==> src/rtl/serial_sub.sv <==
// serial_sub: bit-serial two's-complement subtractor computing a - b - bin.
// One full-subtractor cell and a borrow flip-flop process one bit per clock,
// LSB first; a start/busy/done handshake sequences each WIDTH-cycle operation.
module serial_sub #(
    parameter int WIDTH = 8
) (
    input  logic             clk,
    input  logic             rst_n,
    input  logic             start,
    input  logic [WIDTH-1:0] a,
    input  logic [WIDTH-1:0] b,
    input  logic             bin,
    output logic             busy,
    output logic             done,
    output logic [WIDTH-1:0] diff,
    output logic             bout
);

    localparam int CW = (WIDTH > 1) ? $clog2(WIDTH) : 1;
    localparam logic [CW-1:0] LAST = CW'(WIDTH - 1);

    typedef enum logic [1:0] {
        IDLE = 2'd0,
        RUN  = 2'd1,
        DONE = 2'd2
    } state_t;

    state_t           state_q, state_d;
    logic [WIDTH-1:0] sa_q, sa_d;
    logic [WIDTH-1:0] sb_q, sb_d;
    logic [WIDTH-1:0] res_q, res_d;
    logic [CW-1:0]    cnt_q, cnt_d;
    logic             br_q, br_d;
    logic [WIDTH-1:0] diff_q, diff_d;
    logic             bout_q, bout_d;
    logic             done_q, done_d;

    logic bit_x, bit_y, diff_bit, borrow_nxt, accept;

    // Full-subtractor cell on the current LSBs of the operand shift registers.
    assign bit_x      = sa_q[0];
    assign bit_y      = sb_q[0];
    assign diff_bit   = bit_x ^ bit_y ^ br_q;
    assign borrow_nxt = (~bit_x & bit_y) | (~(bit_x ^ bit_y) & br_q);

    // A new request is only taken when no operation is in flight.
    assign accept = start && ((state_q == IDLE) || (state_q == DONE));

    // Next-state logic: sequencing, bit-serial shifting and result capture.
    always_comb begin
        state_d = state_q;
        sa_d    = sa_q;
        sb_d    = sb_q;
        res_d   = res_q;
        cnt_d   = cnt_q;
        br_d    = br_q;
        diff_d  = diff_q;
        bout_d  = bout_q;
        done_d  = 1'b0;

        case (state_q)
            IDLE: begin
                if (start) begin
                    state_d = RUN;
                end
            end
            RUN: begin
                sa_d  = sa_q >> 1;
                sb_d  = sb_q >> 1;
                res_d = {diff_bit, res_q[WIDTH-1:1]};
                br_d  = borrow_nxt;
                cnt_d = cnt_q + 1'b1;
                if (cnt_q == LAST) begin
                    // Publish the complete word, including this final bit, in one step.
                    state_d = DONE;
                    diff_d  = {diff_bit, res_q[WIDTH-1:1]};
                    bout_d  = borrow_nxt;
                    done_d  = 1'b1;
                end
            end
            DONE: begin
                state_d = start ? RUN : IDLE;
            end
            default: begin
                state_d = IDLE;
            end
        endcase

        if (accept) begin
            sa_d  = a;
            sb_d  = b;
            br_d  = bin;
            cnt_d = '0;
            res_d = '0;
        end
    end

    // State and datapath registers; reset clears everything and abandons any op.
    always_ff @(posedge clk) begin
        if (!rst_n) begin
            state_q <= IDLE;
            sa_q    <= '0;
            sb_q    <= '0;
            res_q   <= '0;
            cnt_q   <= '0;
            br_q    <= 1'b0;
            diff_q  <= '0;
            bout_q  <= 1'b0;
            done_q  <= 1'b0;
        end else begin
            state_q <= state_d;
            sa_q    <= sa_d;
            sb_q    <= sb_d;
            res_q   <= res_d;
            cnt_q   <= cnt_d;
            br_q    <= br_d;
            diff_q  <= diff_d;
            bout_q  <= bout_d;
            done_q  <= done_d;
        end
    end

    assign busy = (state_q == RUN);
    assign done = done_q;
    assign diff = diff_q;
    assign bout = bout_q;

endmodule

==> config.mk <==
export PLATFORM = sky130hd
export DESIGN_NAME = serial_sub
export DESIGN_NICKNAME = d
export VERILOG_FILES = /design/src/rtl/serial_sub.sv
export SDC_FILE = /design/constraint.sdc
export NUM_CORES = 1
export LEC_CHECK = 0
export CAP_MARGIN = 20
export CORE_ASPECT_RATIO = 1.4
export CORE_UTILIZATION = 53
export DETAILED_ROUTE_END_ITERATION = 16
export GPL_TIMING_DRIVEN = 0
export PLACE_DENSITY = 0.89
export SYNTH_ARGS = -nofsm -noshare
export SYNTH_HDL_FRONTEND = slang
export SYNTH_SLANG_ARGS = --single-unit
==> constraint.sdc <==
create_clock -name clk -period 3.8 [get_ports clk]
set_input_delay 0.38 -clock clk [delete_from_list [all_inputs] [get_ports clk]]
set_output_delay 0.38 -clock clk [all_outputs]
set_load 0.05 [all_outputs]
==> flow_metrics.tcl <==
set metrics [dict create \
    critPathSlowestCell "clkdlybuf4s50_1" \
    fillers 229 \
    dp_hpwl_mm 2.57 \
    wire_per_inst_microns 13.5 \
    ys_ff_latch 39 \
    cts_hold_buf 0 \
    hold_violations 0 \
    setup_tns_ps 0 \
    crit_required_ps 3420 \
    cp.buffers_inverters 4 \
    wl_mm 3.43 \
    rr_startpoint "cnt_q[0]" \
    dieArea_sq_um 3120 \
    startpoint "state_q[1]" \
    place_ws_ps 1780 \
    clkTransAtPathRegs_ps 120 \
    cp_slowest_stage_delay_ps 810 \
    hp-start "diff[2]" \
    cts.path.max_buffers 2 \
    postSynthCellCount 180 \
    io_pins 31 \
    worst_pin_slew_ps 508 \
    crit_fanout 10 \
    synth.top_cell.area_share_pct 50.8 \
    finalSetupViolCount 0 \
    grt_pass1_wl_mm 5.71 \
    post_cts_buffers 0 \
    drive_gt1_share_pct 9.63 \
    synth_cell_types 29 \
    drv_slew 0 \
    peakVddDrop_uv 271 \
    remaining_drc_errors 0 \
    vias 1429 \
    overflow 0 \
    synth_top_area_cell "dfxtp_1" \
    crit_type "reg -> out" \
    worstSetupStartpointType "flop" \
    cap_violations 0 \
    fin_crit_ps 2410 \
    die_height_microns 65.7 \
    clkLatencyLatePin_ps 350 \
    max-slew-margin-rel_pct 66.0 \
    most-common-layout-cells "nand2_1, dfxtp_1, clkdlybuf4s50_1" \
    period_share_pct 63.5 \
    grt_pass1_vias 1402 \
    synthesis.area_sq_um 1540 \
    die_w_microns 47.5 \
    avgSynthCellArea_sq_um 8.54 \
    setup_ws_ps 1390 \
    diodes 0 \
    yosysWarnings 0 \
    cts_made_buffers 5 \
    grt_setup_unrepaired "false" \
    num-nets-final 240 \
    place_congestion 0.802 \
    grt_max_degree 14 \
    cts_tree "yes" \
    crit_path_end_kind "output pin" \
    drtAntennaViolNets 0 \
    status "complete, no violations" \
    track_usage_pct 25.5 \
    antenna_found_initial 0 \
    skew_ps 7.46 \
    core-area_sq_um 2700 \
    leakage_nw 0.673 \
    ys_seq_area_share_pct 50.8 \
    syn_nets 203 \
    cts.sinks 39 \
    critical_path_arrival_ps 2030 \
    p_per_area_nw_per_um2 395 \
    dr.pass1.iters 4 \
    cts_max_level 2 \
    drt_iter0_drc 60 \
    ys_top_cells_by_area "dfxtp_1, nand2_1, a21oi_1" \
    std_cell_rows 22 \
    initial_core_util_pct 57.0 \
    post_cts_resize_count 0 \
    hp-class "reg -> reg" \
    cts_root_buf "clkbuf_4" \
    fmax_ghz 0.414 \
    synthToLayoutAreaGrowth_pct 26.2 \
    vias_per_cell 5.63 \
    crit_family "buffers and inverters" \
    port_buffers 30 \
    crit_chain "nand2b_1 > buf_6 > inv_6 > buf_4 > clkdlybuf4s50_1" \
    final_common_cell "nand2_1" \
]
-- area by class of cell --
class | count | area, sq um | area share, %
Inverter | 4 | 20.0 | 1.03
Sequential cell | 39 | 781 | 40.3
Buffer | 13 | 93.8 | 4.84
Multi-Input combinational cell | 124 | 642 | 33.1
Tap cell | 36 | 45.0 | 2.32
Clock inverter | 3 | 20.0 | 1.03
Timing Repair Buffer | 30 | 300 | 15.5
Clock buffer | 5 | 37.5 | 1.94
-- cell families (layout without fill, tap and decap cells) --
group / count (synthesis) / after routing / synth area share (%)
and+or+nand+nor: 73 / 73 / 20.4
xor gates and xnor gates: 1 / 1 / 0.570
AOI/OAI and AO/OA: 47 / 47 / 17.8
DFF: 39 / 39 / 50.8
adders and majority gates: 3 / 3 / 2.93
buffers and inverters: 17 / 55 / 7.41
-- tightest hold or removal path, cell delays in order (launching register included) --
cell	delay, ps
dfxtp_1	330
nand2_1	50
a21oi_1	50
-- power breakdown --
| part | leakage, nW | switching [mW] | internal (mW) |
|---|---|---|---|
| Combinational | 0.328 | 0.0618 | 0.0537 |
| Clock | 0.0272 | 0.142 | 0.0706 |
| Sequential | 0.318 | 0.0110 | 0.428 |
-- sequential cells by signal (all words and copies together) (netlist names) --
name and flops:
br_q 1, diff 8, done 1, sa_q 8, state_q 2, sb_q 8, bout 1, res_q 7
cnt_q 3
-- synth_stat cells --
cell and n:
inv_1 2, nor3_1 11, o21ai_0 7, o21a_1 1, a31oi_1 7, nand3_1 10
nand2_1 43, o22ai_1 5, xnor2_1 1, o221ai_1 1, a22oi_1 2, a211oi_1 1
clkbuf_1 2, inv_6 1, a21oi_1 22, fa_1 1, ha_1 2, clkinv_1 1
nor2b_1 1, buf_1 1, buf_4 3, dfxtp_1 39, buf_2 3, a311oi_2 1
nand2_2 1, nand2b_1 2, buf_6 4, nor2_1 4, nand3b_1 1
-- per-layer routing --
metal  GRT usage [%]  share of wire [%]  vias to the layer above  wire length, microns
li1                -                  -                      696                     -
met1            26.9                 38                      668                  1310
met2            43.8                 54                       54                  1850
met3            7.14                5.3                       11                   182
met4            12.1                2.5                        0                    87
met5               0                  0                        -                     0
-- per-stage QoR --
step	std cells	power (mW)	instance area [sq um]	util (%)	hold WS [ps]
after floorplan	180	0.520	1540	-	434
after global routing	254	0.801	1940	71.9	476
after global placement	246	0.556	1880	69.8	444
after detailed placement	246	0.561	1880	69.8	446
final	254	0.767	1940	71.9	460
after CTS	254	0.768	1940	71.9	463
-- final timing paths --
kind | cells past startpoint | slack, ps | end
setup reg to reg | 5 | 2340 | diff[0]
setup / recovery | 5 | 1390 | busy
hold / removal | 2 | 460 | diff[2]
hold reg to reg | 2 | 460 | diff[2]
(Power assumes the default switching activity.)
